[src/rtl/lpif_rxfifo_quarter_buf.sv]
`default_nettype none
// ============================================================================
// Module   : lpif_rxfifo_quarter_buf
// Brief    : Credit-managed receive FIFO feeding the x4 asym2 quarter-rate
//            LPIF unpacker; first-word fall-through, one credit per pop.
// Revision : 1.0 - initial release
// ============================================================================
module lpif_rxfifo_quarter_buf #(
    parameter int WIDTH  = 308,
    parameter int DEPTH  = 8,
    parameter int AWIDTH = $clog2(DEPTH)
) (
    input  logic              clk_wr,
    input  logic              rst_wr,
    input  logic              rx_online,
    input  logic [WIDTH-1:0]  rxfifo_push_data,
    input  logic              rxfifo_push_vld,
    output logic [WIDTH-1:0]  rxfifo_downstream_data,
    output logic              rxfifo_downstream_vld,
    input  logic              rxfifo_downstream_rdy,
    output logic              rx_credit_return,
    output logic [AWIDTH:0]   fifo_count,
    output logic              overflow_err,
    output logic              push_offline_err
);

    typedef enum logic [1:0] {
        S_IDLE   = 2'd0,
        S_INIT   = 2'd1,
        S_ACTIVE = 2'd2,
        S_FLUSH  = 2'd3
    } state_t;

    localparam logic [AWIDTH:0]   c_CNT_FULL  = (AWIDTH+1)'(DEPTH);
    localparam logic [AWIDTH:0]   c_CNT_ONE   = (AWIDTH+1)'(1);
    localparam logic [AWIDTH-1:0] c_PTR_ONE   = AWIDTH'(1);
    localparam logic [AWIDTH-1:0] c_INIT_LAST = AWIDTH'(DEPTH - 1);

    state_t              r_state;
    logic [AWIDTH-1:0]   r_wr_ptr;
    logic [AWIDTH-1:0]   r_rd_ptr;
    logic [AWIDTH-1:0]   r_init_cnt;
    logic [AWIDTH:0]     r_count;
    logic                r_credit;
    logic                r_overflow;
    logic                r_offline;
    logic [WIDTH-1:0]    r_mem [DEPTH];

    logic                w_active;
    logic                w_vld;
    logic                w_full;
    logic                w_pop;
    logic                w_push_ok;
    logic                w_drop_full;
    logic                w_drop_offline;

    assign w_active       = (r_state == S_ACTIVE);
    assign w_vld          = w_active && (r_count != '0);
    assign w_full         = (r_count == c_CNT_FULL);
    assign w_pop          = w_vld && rxfifo_downstream_rdy;
    // A pop on the same edge frees the slot, so a push into a full FIFO is legal then.
    assign w_push_ok      = w_active && rxfifo_push_vld && (!w_full || w_pop);
    assign w_drop_full    = w_active && rxfifo_push_vld && w_full && !w_pop;
    assign w_drop_offline = !w_active && rxfifo_push_vld;

    always_ff @(posedge clk_wr) begin
        if (w_push_ok) begin
            r_mem[r_wr_ptr] <= rxfifo_push_data;
        end
    end

    always_ff @(posedge clk_wr or posedge rst_wr) begin
        if (rst_wr) begin
            r_state    <= S_IDLE;
            r_wr_ptr   <= '0;
            r_rd_ptr   <= '0;
            r_init_cnt <= '0;
            r_count    <= '0;
            r_credit   <= 1'b0;
            r_overflow <= 1'b0;
            r_offline  <= 1'b0;
        end else begin
            r_credit <= 1'b0;
            if (w_drop_full) begin
                r_overflow <= 1'b1;
            end
            if (w_drop_offline) begin
                r_offline <= 1'b1;
            end

            case (r_state)
                S_IDLE: begin
                    if (rx_online) begin
                        r_state    <= S_INIT;
                        r_init_cnt <= c_INIT_LAST;
                    end
                end

                S_INIT: begin
                    // Link loss abandons the remaining initial credits.
                    if (!rx_online) begin
                        r_state <= S_FLUSH;
                    end else begin
                        r_credit <= 1'b1;
                        if (r_init_cnt == '0) begin
                            r_state <= S_ACTIVE;
                        end else begin
                            r_init_cnt <= r_init_cnt - c_PTR_ONE;
                        end
                    end
                end

                S_ACTIVE: begin
                    r_credit <= w_pop;
                    if (w_push_ok) begin
                        r_wr_ptr <= r_wr_ptr + c_PTR_ONE;
                    end
                    if (w_pop) begin
                        r_rd_ptr <= r_rd_ptr + c_PTR_ONE;
                    end
                    case ({w_push_ok, w_pop})
                        2'b10:   r_count <= r_count + c_CNT_ONE;
                        2'b01:   r_count <= r_count - c_CNT_ONE;
                        default: r_count <= r_count;
                    endcase
                    if (!rx_online) begin
                        r_state <= S_FLUSH;
                    end
                end

                S_FLUSH: begin
                    r_wr_ptr <= '0;
                    r_rd_ptr <= '0;
                    r_count  <= '0;
                    r_state  <= S_IDLE;
                end

                default: begin
                    r_state <= S_IDLE;
                end
            endcase
        end
    end

    // Stale memory is masked so the head word reads zero whenever nothing is valid.
    assign rxfifo_downstream_data = w_vld ? r_mem[r_rd_ptr] : '0;
    assign rxfifo_downstream_vld  = w_vld;
    assign rx_credit_return       = r_credit;
    assign fifo_count             = r_count;
    assign overflow_err           = r_overflow;
    assign push_offline_err       = r_offline;

endmodule
`default_nettype wire

[config.mk]
export PLATFORM = sky130hd
export DESIGN_NAME = lpif_rxfifo_quarter_buf
export DESIGN_NICKNAME = d
export VERILOG_FILES = /design/src/rtl/lpif_rxfifo_quarter_buf.sv
export SDC_FILE = /design/constraint.sdc
export NUM_CORES = 2
export LEC_CHECK = 0
export CAP_MARGIN = 20
export CORE_ASPECT_RATIO = 0.9
export CORE_UTILIZATION = 53
export DETAILED_ROUTE_END_ITERATION = 12
export PLACE_DENSITY = 0.76
export RECOVER_POWER = 100
export SLEW_MARGIN = 20
export SYNTH_ARGS = -nofsm -noshare
export SYNTH_HDL_FRONTEND = slang
export SYNTH_SLANG_ARGS = --single-unit
[constraint.sdc]
create_clock -name clk_wr -period 31.7 [get_ports clk_wr]
set_input_delay 6.34 -clock clk_wr [delete_from_list [all_inputs] [get_ports clk_wr]]
set_output_delay 6.34 -clock clk_wr [all_outputs]
set_load 0.1 [all_outputs]
-- Yosys cells after proc, flatten, opt, wreduce, memory -nomap -nowiden
Memory sizes are Yosys's and may differ from the RTL's.
Cells that the tools add are included.
W data, S select, Z words.
- add/sub/neg operators: 5
- equality and inequality tests: 14
- mux-type cells: 20
- reduce and logical (&&, ||, !) cells: 21
- operators with widths (kind ; count):
    $mux W308 ; 1
    $pmux W3 S2 ; 3
    $pmux W4 S2 ; 2
    $mux W3 ; 5
    $mux W2 ; 4
    $ne A2 B2 Y1 const B ; 4
    $pmux W2 S4 ; 1
    $logic_and A1 B1 Y1 ; 7
    $add A3 B1 Y3 const B ; 2
    $eq A2 B2 Y1 const B ; 3
    $reduce_and A2 Y1 ; 3
    $add A4 B1 Y4 const B ; 1
    $eq A2 B1 Y1 const B ; 2
    $eq A4 B4 Y1 const B ; 1
    $ne A2 B1 Y1 const B ; 2
    $reduce_and A4 Y1 ; 1
    $reduce_bool A2 Y1 ; 2
    $reduce_bool A4 Y1 ; 1
    $sub A4 B1 Y4 const B ; 1
    $logic_not A1 Y1 ; 3
    $logic_not A3 Y1 ; 1
    $mux W1 ; 3
    $ne A3 B1 Y1 const B ; 1
    $ne A3 B3 Y1 const B ; 1
    5 further kinds ; 5
- flip-flop bits (word level): 18
- memory bits (writable): 2464
- input bits: 313
- output and inout bits: 316
- memories kept: 1
- memory list (name ; words ; bits a word ; read ports ; clocked after Yosys merged registers in ; wr ports ; line ; text):
    r_mem ; 8 ; 308 ; 1 ; 0 ; 1 ; 47 ; logic [WIDTH-1:0] r_mem [DEPTH];

-- Longest topological paths before layout
- depth in word-level cells: 8
- mapped depth: 10

-- Worst setup path after synthesis
No wires, ideal clock.
- path kind: input to register
- from: input rxfifo_downstream_rdy
- to: memory r_mem[4][0] (enable)
- setup time: 1.841 ns
- data arrival time: 37.813 ns
- required time: 29.859 ns
- path slack: -7.954 ns
- cell stages on the path: 3
- path buffers: 1
- cells stage by stage: o311ai_2 -> buf_2 -> nor4b_1
- longest elaborated chain between the ends: 5
- ends and longest elaborated chain (what ; line ; text):
    start, declared ; 20 ; input logic rxfifo_downstream_rdy,
    $logic_and A1 B1 Y1 ; 60 ; assign w_pop = w_vld && rxfifo_downstream_rdy;
    $logic_or A1 B1 Y1 ; 62 ; assign w_push_ok = w_active && rxfifo_push_vld && (!w_full || w_pop);
    $logic_and A1 B1 Y1 ; 62 ;
    $mux W1 ; 67 ; if (w_push_ok) begin
    $mux W1 (not written as such) ; 68 ; r_mem[r_wr_ptr] <= rxfifo_push_data;
    end, declared ; 47 ;
No other way between the ends.

-- Final worst setup path
- from: input rxfifo_push_vld
- to: memory r_mem[3][236] (enable)
- longest elaborated chain between the ends: 4
- ends and longest elaborated chain (what ; line ; text):
    start, declared ; 17 ; input logic rxfifo_push_vld,
    $logic_and A1 B1 Y1 (2 in a row) ; 62 ;
    $mux W1 ; 67 ;
    $mux W1 (not written as such) ; 68 ;
No other way between the ends.

==> flow_summary.ini <==
[status]
run_status = finished with violations
failed_checks = capacitance limit, slew limit

[cells_and_area]
multiInputGateArea_um2 = 18780
area_delta_synth_final_pct = 17.12
layout-drive-gt1-share = 0.1965
fillers = 11570
post-route-util = 0.6262
seq_area_um2 = 74450
fin_nets = 5080

[die]
pin_count = 629
floorplan.die.width_um = 446.7
coreArea_um2 = 176500
starting_density_of_the_core = 0.5347
rows = 146
die_height_um = 402.3
fp.dieArea_um2 = 179700

[grt]
pin_count_of_the_biggest_net_entering_global_routing = 151
wire_length_of_the_first_global_routing_pass_mm = 298.1
antenna_found_initial = 110
grt-ovfl-total = 0
gr-usage-all-layers = 0.2266
via_count_of_the_first_global_routing_pass = 45740

[run]
drv_cap = 49

[routing]
dr.first_iter.drc_count = 3882
wl_per_cell_um = 27.77
post-route-drc-count = 0
total_via_count_after_detailed_routing = 43970
antenna_left = 0
routed_wl_mm = 204.6
post_drt_via_cell_ratio = 5.969
drt_pre_antenna_iters = 6

[yosys]
yosys-mux-area-fraction = 0.1799
synth_enable_flop_cells = 2464
synth-compound-area-share = 0.002679
ys_warn_count = 0
synthMostInstantiatedCell = edfxtp_1
post_synth_instance_area_um2 = 94350
synth_simple_gate_area_frac = 0.01465
post_synth_fa_ha_maj_area_fraction = 0.001194
share_of_flip_flops_with_an_asynchronous_set_or_reset_after_synthesis = 0.007252
synth_area_leaders = edfxtp_1, mux4_2, mux2i_1
ys_seq_elements = 2482
synth.lib_cells_used.distinct = 49
yosysSeqAreaShare = 0.7890
ys_top_cells_by_count = edfxtp_1, mux4_2, nor2_1, mux2i_1, buf_2
synth_xor_area_frac = 0.0001857
mappedNetlistNets = 4356
synth_top_cell_by_area = edfxtp_1
netlist.area_leader.share = 0.7842
syn-mean-instance-area_um2 = 23.39
syn-instance-count = 4034
synth_flop_cell = edfxtp_1
dominant_combinational_cell_family_by_area_after_synthesis = multiplexers

[power]
sequentialPowerShare = 0.486
power.clock.fraction = 0.344
p_leak_nw = 34.06
swShare = 0.2745
switching_power_mw = 2.138
power_per_cell_area_nw_per_um2 = 70.47
combPwrFrac = 0.170
cellInternalPower_mw = 5.649
ir_drop_v = 0.00006374

[worst_setup_path]
cpMostUsedCell = clkbuf_1
worst_setup_path_end_kind = flip-flop
cp_cell_sequence = dlygate4sd3_1 -> o311ai_0 -> or2_0 -> nor3b_2 -> clkbuf_1 -> clkbuf_1 -> buf_4
setup.worst_path.start_class = input port
cp.arrival_ps = 21210
critical_path_peak_fanout = 106
worst-r2r-cell-count = 8
kind_of_critical_path = in -> reg
slowest_stage = clkbuf_1
worst_ep_required_time_ps = 32160
slowest_cell_delay_on_critical_path_ps = 5800

[sta]
worst_slack_ps = 10950
finalCriticalPeriod_ps = 20750
max_slew.worst_pin.slew_ps = 8649
post-route-period-util = 0.6547
setup-violations-final = 0
final-max-slew-violation-count = 2799
fin_skew_ps = 58.29
tns_ps = 0
endpoints_failing_hold = 0
slew_headroom = -4.766
fmax_mhz = 48.19
rsz0062_at_grt = false

[hold_path]
holdPathStages = 1
worstHoldPathType = reg -> reg

[cts]
ctsLongestPathBuffers = 3
cts.repair_timing.setup_buffer_count = 0
ctsHoldBuffers = 0
clock-root-buffer = clkbuf_16
cts_tree = yes
tritoncts_buffers = 231
clock-sinks = 2482
path_clk_slew_ps = 60
post_cts_resize_count = 0
clock_tree.htree_level_count = 4
insertion_delay_ps = 860

[place]
pre_cts_slack_ps = 19360
finalWeightedCongestion = 0.7577
buffer_ports.inserted = 628
hpwl_mm = 109.3
[power groups by stage]
stage / clock network [mW] / logic, mW / registers, mW
after floorplan: 0 / 0.980 / 3.95
after global placement: 0 / 1.34 / 3.83
after detailed placement: 0 / 1.36 / 3.84
after CTS: 2.72 / 1.36 / 3.77
after global routing: 2.85 / 1.38 / 3.79
final: 2.68 / 1.32 / 3.79
[flip-flops by register name, indices dropped and copies added (netlist names)]
name              flops
push_offline_err      1
r_mem              2464
fifo_count            4
rx_credit_return      1
r_state               2
overflow_err          1
r_rd_ptr              3
r_wr_ptr              3
r_init_cnt            3
[layer usage]
metal,wire length [µm],up-vias,part of all wire,GRT usage
met5,520,-,0.0025,0
met4,7606,80,0.037,0.08796
met3,14640,477,0.072,0.05081
met2,102100,1750,0.50,0.3712
met1,79660,23230,0.39,0.2977
li1,-,18430,-,-
[final timing paths]
| kind | slack (ps) | endpoint | from |
|---|---|---|---|
| min in group asynchronous | 6060 | push_offline_err$_DFFE_PP0P_ | rst_wr |
| worst max register to register | 16130 | r_mem[3][236]$_DFFE_PP_ | r_state[0]$_DFFE_PP0P_ |
| worst min register to register | 450 | push_offline_err$_DFFE_PP0P_ | push_offline_err$_DFFE_PP0P_ |
| max in group asynchronous | 25060 | r_rd_ptr[1]$_DFFE_PP0P_ | rst_wr |
| worst max-delay path | 10950 | r_mem[3][236]$_DFFE_PP_ | rxfifo_push_vld |
| worst min-delay path | 450 | push_offline_err$_DFFE_PP0P_ | push_offline_err$_DFFE_PP0P_ |
[cell families after synthesis]
logic type | after synthesis
xor gates and xnor gates | 2
buffers and inverters | 232
DFF | 2482
muxes | 926
AOI/OAI and AO/OA | 33
and+or+nand+nor | 350
adders and majority gates | 9
[worst max-delay path, delay by kind of cell]
family | cells | cell delay [ps]
simple gates | 2 | 790
buf+inv | 4 | 13190
compound gates | 1 | 710
[metrics by stage]
stage	cell area (µm²)	std cells	hold slack, ps	total power, mW
final	110500	7366	449.7	7.787
after CTS	110600	7307	459.4	7.857
after global routing	110400	7337	479.4	8.024
after floorplan	94350	4034	480.2	4.934
after detailed placement	103300	6891	446.0	5.194
after global placement	103300	6891	437.9	5.174
[placed cells by master (no fill, tap or decap), types with 3 or more instances in the layout]
cell type	count
diode_2	57
clkinv_1	61
o21ai_0	5
dlygate4sd3_1	624
buf_4	21
clkinvlp_4	7
inv_6	9
buf_12	6
clkinv_2	34
bufinv_16	17
o22ai_1	3
clkinv_16	9
inv_1	19
dfrtp_4	3
nand3_1	5
clkbuf_16	231
mux4_2	616
mux2i_1	309
edfxtp_1	2464
ha_1	9
nand2b_1	3
clkinv_4	3
nand2_1	7
clkbuf_1	90
nor2_1	317
dfrtp_1	15
[cell type report]
cell class,instances,area share
Clock inverter,143,0.01261
Inverter,19,0.0006454
Clock buffer,273,0.05374
Sequential cell,2482,0.6738
Multi-Input combinational cell,1320,0.1699
Antenna cell,57,0.001291
Tap cell,2368,0.02681
Timing Repair Buffer,704,0.06119
Power figures use the tool's default switching activity.
